$ cat config.mk
export PLATFORM = sky130hd
export DESIGN_NAME = rob_alloc_retire
export DESIGN_NICKNAME = d
export VERILOG_FILES = /design/src/rtl/rob_alloc_retire.sv
export SDC_FILE = /design/constraint.sdc
export NUM_CORES = 1
export LEC_CHECK = 0
export ABC_AREA = 1
export CAP_MARGIN = 20
export CORE_ASPECT_RATIO = 1.1
export CORE_MARGIN = 3
export CORE_UTILIZATION = 55
export CTS_CLUSTER_SIZE = 12
export DETAILED_ROUTE_END_ITERATION = 16
export MAX_ROUTING_LAYER = met4
export PLACE_DENSITY = 0.73
export SLEW_MARGIN = 20
export SYNTH_ARGS = -nofsm -noshare
export SYNTH_HDL_FRONTEND = slang
export SYNTH_SLANG_ARGS = --single-unit
$ cat constraint.sdc
create_clock -name clk -period 6.73 [get_ports clk]
set_input_delay 1.346 -clock clk [delete_from_list [all_inputs] [get_ports clk]]
set_output_delay 1.346 -clock clk [all_outputs]
set_load 0.02 [all_outputs]
$ cat src/rtl/rob_alloc_retire.sv
// Reorder buffer allocate/complete/retire control with in-order, registered retire bus and mispredict flush.
// Retire decisions made in cycle N appear on the bus in N+1; allocation is dropped while rob_full or during a flush.
module rob_alloc_retire #(
  parameter int ISSUE_WIDTH   = 2,
  parameter int RETIRE_WIDTH  = 2,
  parameter int CMPL_WIDTH    = 2,
  parameter int ROB_SIZE      = 16,
  parameter int ROB_SIZE_CLOG = 4,
  parameter int SRC_LEN       = 5
) (
  input  logic                                   clk,
  input  logic                                   rst,
  input  logic [ISSUE_WIDTH-1:0]                 instr_val_is,
  input  logic [ISSUE_WIDTH*SRC_LEN-1:0]         rd_is,
  input  logic [ISSUE_WIDTH-1:0]                 nowr_is,
  input  logic [ISSUE_WIDTH-1:0]                 br_is,
  input  logic [CMPL_WIDTH-1:0]                  cmpl_val,
  input  logic [CMPL_WIDTH*ROB_SIZE_CLOG-1:0]    cmpl_robid,
  input  logic [CMPL_WIDTH-1:0]                  cmpl_mispred,
  output logic [ROB_SIZE_CLOG-1:0]               rob_is_ptr,
  output logic [ROB_SIZE_CLOG-1:0]               rob_is_ptr_p1,
  output logic                                   rob_full,
  output logic                                   rob_empty,
  output logic [RETIRE_WIDTH*SRC_LEN-1:0]        rd_ret,
  output logic [RETIRE_WIDTH-1:0]                val_ret,
  output logic [RETIRE_WIDTH-1:0]                branch_ret,
  output logic [RETIRE_WIDTH*ROB_SIZE_CLOG-1:0]  robid_ret,
  output logic                                   branch_clear,
  output logic [ROB_SIZE_CLOG-1:0]               mispredict_tag
);
  localparam int W = ROB_SIZE_CLOG;

  logic [ROB_SIZE-1:0] busy, done, mispred, nowr, br;
  logic [SRC_LEN-1:0]  rd [ROB_SIZE];
  logic [W-1:0]        head, tail;
  logic [W:0]          count;

  logic [RETIRE_WIDTH-1:0] ret_go;
  logic [W-1:0]            ret_id [RETIRE_WIDTH];
  logic [W:0]              n_ret;
  logic                    chain;
  logic                    flush;
  logic [W-1:0]            flush_id;
  logic [W-1:0]            alloc_id [ISSUE_WIDTH];
  logic [W:0]              n_alloc;
  logic                    alloc_en;

  assign rob_is_ptr    = tail;
  assign rob_is_ptr_p1 = tail + 1'b1;
  assign rob_full      = count > (W+1)'(ROB_SIZE - ISSUE_WIDTH);
  assign rob_empty     = (count == '0);
  assign alloc_en      = ~rob_full & ~flush;

  // A mispredicted entry still retires, but stops every younger lane.
  always_comb begin
    ret_go   = '0;
    n_ret    = '0;
    flush    = 1'b0;
    flush_id = '0;
    chain    = 1'b1;
    for (int k = 0; k < RETIRE_WIDTH; k++) begin
      ret_id[k] = head + W'(k);
      ret_go[k] = chain & busy[ret_id[k]] & done[ret_id[k]];
      if (ret_go[k] & mispred[ret_id[k]]) begin
        flush    = 1'b1;
        flush_id = ret_id[k];
      end
      chain = ret_go[k] & ~mispred[ret_id[k]];
      n_ret = n_ret + (W+1)'(ret_go[k]);
    end
  end

  always_comb begin
    n_alloc = '0;
    for (int s = 0; s < ISSUE_WIDTH; s++) begin
      alloc_id[s] = tail + n_alloc[W-1:0];
      n_alloc     = n_alloc + (W+1)'(instr_val_is[s]);
    end
  end

  always_ff @(posedge clk) begin
    if (rst) begin
      busy           <= '0;
      done           <= '0;
      mispred        <= '0;
      nowr           <= '0;
      br             <= '0;
      for (int i = 0; i < ROB_SIZE; i++) rd[i] <= '0;
      head           <= '0;
      tail           <= '0;
      count          <= '0;
      val_ret        <= '0;
      branch_ret     <= '0;
      rd_ret         <= '0;
      robid_ret      <= '0;
      branch_clear   <= 1'b0;
      mispredict_tag <= '0;
    end else begin
      // Completions to free entries are ignored; mispredict only sticks on branches.
      for (int c = 0; c < CMPL_WIDTH; c++) begin
        if (cmpl_val[c] && busy[cmpl_robid[c*W +: W]]) begin
          done[cmpl_robid[c*W +: W]]    <= 1'b1;
          mispred[cmpl_robid[c*W +: W]] <= cmpl_mispred[c] & br[cmpl_robid[c*W +: W]];
        end
      end
      for (int k = 0; k < RETIRE_WIDTH; k++) begin
        if (ret_go[k]) busy[ret_id[k]] <= 1'b0;
        val_ret[k]              <= ret_go[k];
        branch_ret[k]           <= ret_go[k] & nowr[ret_id[k]];
        rd_ret[k*SRC_LEN +: SRC_LEN] <= (ret_go[k] && !nowr[ret_id[k]]) ? rd[ret_id[k]] : '0;
        robid_ret[k*W +: W]     <= ret_go[k] ? ret_id[k] : '0;
      end
      branch_clear   <= flush;
      mispredict_tag <= flush ? flush_id : '0;
      if (flush) begin
        busy  <= '0;
        head  <= flush_id + 1'b1;
        tail  <= flush_id + 1'b1;
        count <= '0;
      end else begin
        if (alloc_en) begin
          for (int s = 0; s < ISSUE_WIDTH; s++) begin
            if (instr_val_is[s]) begin
              busy[alloc_id[s]]    <= 1'b1;
              done[alloc_id[s]]    <= 1'b0;
              mispred[alloc_id[s]] <= 1'b0;
              nowr[alloc_id[s]]    <= nowr_is[s];
              br[alloc_id[s]]      <= br_is[s];
              rd[alloc_id[s]]      <= rd_is[s*SRC_LEN +: SRC_LEN];
            end
          end
        end
        head  <= head + n_ret[W-1:0];
        tail  <= tail + (alloc_en ? n_alloc[W-1:0] : '0);
        count <= count + (alloc_en ? n_alloc : '0) - n_ret;
      end
    end
  end
endmodule
* Word-level counts from Yosys, hierarchy flattened
Memory sizes are Yosys's and may differ from the RTL's. A register that Yosys moved wholly into a read port is not among the register bits. Index checks and enable logic that the tools add are counted.
Word-level totals: logic and storage cells 202, memories kept 1, latch bits 0, ROM bits 0, register bits 110, RAM bits 80
Cells by class: reduce and logical (&&, ||, !) cells 22, magnitude comparators 13, bitwise logic cells 32, shift operators 0, $mul 0, equal/unequal tests 0, add/sub/neg operators 10, multiplexer cells 110, divide/modulo/power cells 0
Memories:
- rd | words 16, bits a word 5, read ports 2, clocked after Yosys merged registers in 2, write ports 16, RTL line 34 | logic [SRC_LEN-1:0] rd [ROB_SIZE];
Operators with widths (number):
- $mux W16 | 42
- $and A16 B16 Y16 | 6
- $bwmux W16 | 6
- $not A16 Y16 | 4
- $or A16 B16 Y16 | 4
- $bmux W1 S4 | 12
- $mux W1 | 34
- $lt A4 B5 Y1 const B | 6
- $demux W1 S4 | 6
- $ge A4 B1 Y1 const B | 6
- $mux W4 | 6
- $add A4 B1 Y4 const B | 3
- $reduce_or A2 Y1 | 6
- $and A1 B1 Y1 | 11
- $logic_and A1 B1 Y1 | 10
- $mux W5 | 2
- $reduce_or A5 Y1 | 2
- $add A4 B2 Y4 | 2
- $not A1 Y1 | 7
- $add A5 B2 Y5 | 1
- $gt A5 B4 Y1 const B | 1
- $logic_not A5 Y1 | 1
- $sub A5 B2 Y5 | 1
- $add A1 B1 Y2 | 2
- other kinds (4) | 6

* Logic depth before layout (Yosys ltp)
word-level depth 19, gate-level depth with buffers 32, gate-level depth less buffers 24

* Worst setup path after synthesis
OpenSTA, ideal clock, no wires.
path type register to register, start point register head[0], end point register count[4], slack 1.833 ns, cell stages (with the launch flop) 31, arrival 4.770 ns, path buffers 8, period minus slack after synthesis 4.897 ns, path through dfxtp_1 inv_2 buf_2 buf_6 buf_2 clkbuf_1 buf_1 ha_1 buf_2 inv_1 buf_2 nand3_1 nand2_1 nand2_1 nand2_1 nand2_1 nand3_1 nor2_1 nand3_2 nand3_2 inv_2 clkbuf_1 nand2_1 fa_1 fa_1 nor2_1 nor2_1 nor2_1 nor2_1 xor2_1 nor2_1
RTL lines:
- start, declared | RTL line 35 | logic [W-1:0] head, tail;
- start signal, assigned | RTL line 117 | head <= flush_id + 1'b1;
- start signal, assigned | RTL line 133 | head <= head + n_ret[W-1:0];
- end signal, assigned | RTL line 135 | count <= count + (alloc_en ? n_alloc : '0) - n_ret;
- end, declared | RTL line 36 | logic [W:0] count;

* Worst setup path in the final report
start point register head[1], end point register count[4]
On the way: cells in the longest elaborated chain, start to end 13, elaborated cells on any way between the ends 29, classes of those cells add/sub (4); mux (15); bitwise (9); reduce/logical (1)
Ends and longest elaborated chain:
- branches (longest 13 deep; another with $add A5 B2 Y5)
Parallel ways; which one is timed is not known. The select of a mux whose other input is x is not followed. A chain may end at the register's enable or synchronous reset.

==> results.toml <==
[hold_path]
min_path_cells = 2
hp-class = "flop to flop"

[power_and_ir_drop]
cellPowerDensity_mw_per_mm2 = 253.1
pwr-share-clk_pct = 29.8
pwr-share-comb_pct = 29.0
p_int_mw = 2.274
p_switching_mw = 1.316
pwr-share-seq_pct = 41.2
p_leak_nw = 5.668
irDropWorstVdd_mv = 0.2038
swShare_pct = 36.65

[detailed_routing]
initialDrtViolationCount = 1912
wl_per_cell_um = 21.16
firstDrtPassIters = 9
drc = 0
routed_wirelength_um = 46420
drtAntennaViolNets = 0
via_per_inst = 6.219
vias = 13644

[layout]
final_common_cell = "nand2_1"
post-route-util_pct = 61.86
final_nets = 1939
drive_above_1_share_pct = 4.805
antennaDiodeCount = 0
final_cell_mix = "nand2_1 (414), nor2_1 (222), o21ai_0 (218)"
area.growth.synth_to_final_pct = 9.950
final_cells = 2194

[synth]
ys_seq_area_share_pct = 37.24
synth.distinct_cells = 45
syn-mean-instance-area_um2 = 6.859
ys.flop_type = "dfxtp_1"
synth_edf_count = 80
async_reset_ff_share_pct = 0
yosysWarnings = 0
syn_nets = 1939
synth.ff_latch_count = 200
synthCells = 1881
syn_area_mm2 = 0.01290

[sta]
maxSlewViolCount = 0
min_period_over_period_pct = 77.24
worstMarginPinSlew_ns = 0.9336
finClkSkew_ns = 0.01792
fmax_mhz = 192.4
fin_tns_setup_ns = 0
setup_viol = 0
rsz0062_at_grt = "no"
hold_viol_final = 0
fin_crit_ns = 5.198
relSlewSlack_pct = 37.69

[global_route]
antenna_found_initial = 0
grt_pass1_vias = 12644
grt_util_all_layers_pct = 36.36
grt_max_degree = 92
overflow = 0
grt_pass1_wl_um = 71300

[clocking]
cts_setup_buffers = 0
cts_tree = "yes"
clk_latency_ns = 0.45
cts_max_path_buffers = 2
clock_sinks = 200
h-tree-depth = 4
post_cts_resized = 0
cts_hold_buf = 0
numCtsBuffers = 17
clk_pin_slew_ns = 0.08
cts_root_buf = "clkbuf_16"

[setup_path]
critPathLaunchType = "flop"
critPathKind = "flop to flop"
r2r_cells = 20
cp-end-kind = "flop"
worstPathArrival_ns = 5.54
cp_data_required_time_ns = 7.07
worstPathMaxFanout = 46

[flow_run]
max_cap_viol_count = 0

[floorplanning]
ios = 67
die_w_um = 152.0
start_util_pct = 56.26
rows = 58
chipHeight_um = 166.6
core_mm2 = 0.02293
dieArea_mm2 = 0.02534

[status]
status = "finished, final reports clean"

[placed_design]
portBuffers = 66
placed_cells = 2162
dp_hpwl_um = 33560
place.gp.congestion = 1.134
==> stage by stage <==
| stage | worst slack (ns) | instance area [µm²] | power (mW) | hold WS [ns] |
|---|---|---|---|---|
| 5_1_grt | 1.344 | 14190 | 3.746 | 0.5200 |
| 6_report | 1.532 | 14190 | 3.590 | 0.4978 |
| 4_1_cts | 1.704 | 14190 | 3.560 | 0.4936 |
| 2_1_floorplan | 1.833 | 12900 | 2.209 | 0.4565 |
| 3_5_place_dp | 1.722 | 13600 | 2.517 | 0.4784 |
| 3_3_place_gp | 1.853 | 13600 | 2.498 | 0.4800 |
==> layout make-up <==
type | count | area (µm²)
Fill cell | 2193 | 8746
Multi-Input combinational cell | 1370 | 6848
Sequential cell | 200 | 4810
Inverter | 213 | 805.8
Timing Repair Buffer | 79 | 758.2
Clock buffer | 18 | 429.2
Tap cell | 300 | 375.4
Clock inverter | 14 | 160.2
==> path summary, 6_finish.rpt <==
check	start	to	slack, ns
max	head[1]$_SDFF_PP0_	count[4]$_SDFF_PP0_	1.53
min	nowr[4]$_SDFFE_PP0P_	nowr[4]$_SDFFE_PP0P_	0.50
max reg2reg	head[1]$_SDFF_PP0_	count[4]$_SDFF_PP0_	1.53
min reg2reg	nowr[4]$_SDFFE_PP0P_	nowr[4]$_SDFFE_PP0P_	0.50
==> cell families (layout without fill, tap and decap cells) <==
kind of cell / count (synthesis) / count (layout) / share of synthesized area (%)
AND/OR/NAND/NOR: 762 / 762 / 24.76
AO/OA/AOI/OAI: 570 / 570 / 24.57
buffers and inverters: 311 / 324 / 9.688
flip-flops: 200 / 200 / 37.24
adder cells (fa/ha/maj): 28 / 28 / 2.948
XOR/XNOR: 10 / 10 / 0.7952
==> cell usage after synthesis, types with 3 or more instances <==
library cell / count / area (µm²)
nand4_1: 5 / 31.28
buf_4: 5 / 37.54
edfxtp_1: 80 / 2402
o211ai_1: 36 / 270.3
a21oi_1: 165 / 825.8
fa_1: 4 / 80.08
a31oi_1: 18 / 112.6
ha_1: 24 / 300.3
nor2_1: 222 / 833.3
nand3_2: 3 / 30.03
a22o_1: 6 / 52.55
nor2_2: 6 / 37.54
o22ai_1: 109 / 681.9
inv_2: 6 / 22.52
inv_1: 203 / 762.0
o31ai_1: 4 / 30.03
clkbuf_1: 54 / 202.7
buf_2: 25 / 125.1
nand2_1: 414 / 1554
dfxtp_1: 120 / 2402
xor2_1: 6 / 52.55
o21ai_0: 218 / 1091
o21ai_1: 4 / 20.02
nor2_8: 3 / 60.06
nand3_1: 82 / 410.4
nand2_2: 11 / 68.82
nand2_4: 11 / 123.9
clkinv_1: 3 / 11.26
buf_1: 10 / 37.54
==> power groups by stage <==
stage	registers, mW	logic (mW)	clock network (mW)
3_5_place_dp	1.50	1.01	0
3_3_place_gp	1.50	0.998	0
2_1_floorplan	1.48	0.725	0
5_1_grt	1.49	1.15	1.10
6_report	1.48	1.04	1.07
4_1_cts	1.48	1.02	1.06
==> layer usage <==
| layer | wire length, µm | vias to the layer above | GRT usage, % |
|---|---|---|---|
| met3 | 4636 | 171 | 5.198 |
| met1 | 18090 | 6268 | 46.23 |
| li1 | - | 6337 | - |
| met5 | 0 | - | - |
| met4 | 2674 | 0 | 19.12 |
| met2 | 21020 | 868 | 56.55 |
==> sequential cells by signal, summed over array words and instances, names as in the netlist <==
name and count:
count 5, head 4, rob_is_ptr 4, br 16, rd 80, robid_ret 8
val_ret 2, branch_ret 2, branch_clear 1, busy 16, rd_ret 10, done 16
nowr 16, mispredict_tag 4, mispred 16
==> worst max-delay path, stage by stage, from the launching register on <==
cell	delay [ns]
dfxtp_2	0.59
buf_4	0.56
nand3_2	0.21
xor2_2	0.27
nor2_2	0.46
nand2_1	0.15
nand3_1	0.13
nor2_2	0.06
nand3_2	0.16
nand3_2	0.60
nor2_1	0.51
xor2_1	0.22
ha_1	0.21
inv_1	0.06
fa_1	0.41
nor2_1	0.13
nor2_1	0.05
nor2_1	0.08
nor2_1	0.05
xor2_1	0.12
nor2_1	0.05
Note: power is estimated with default switching activity, not from simulation.
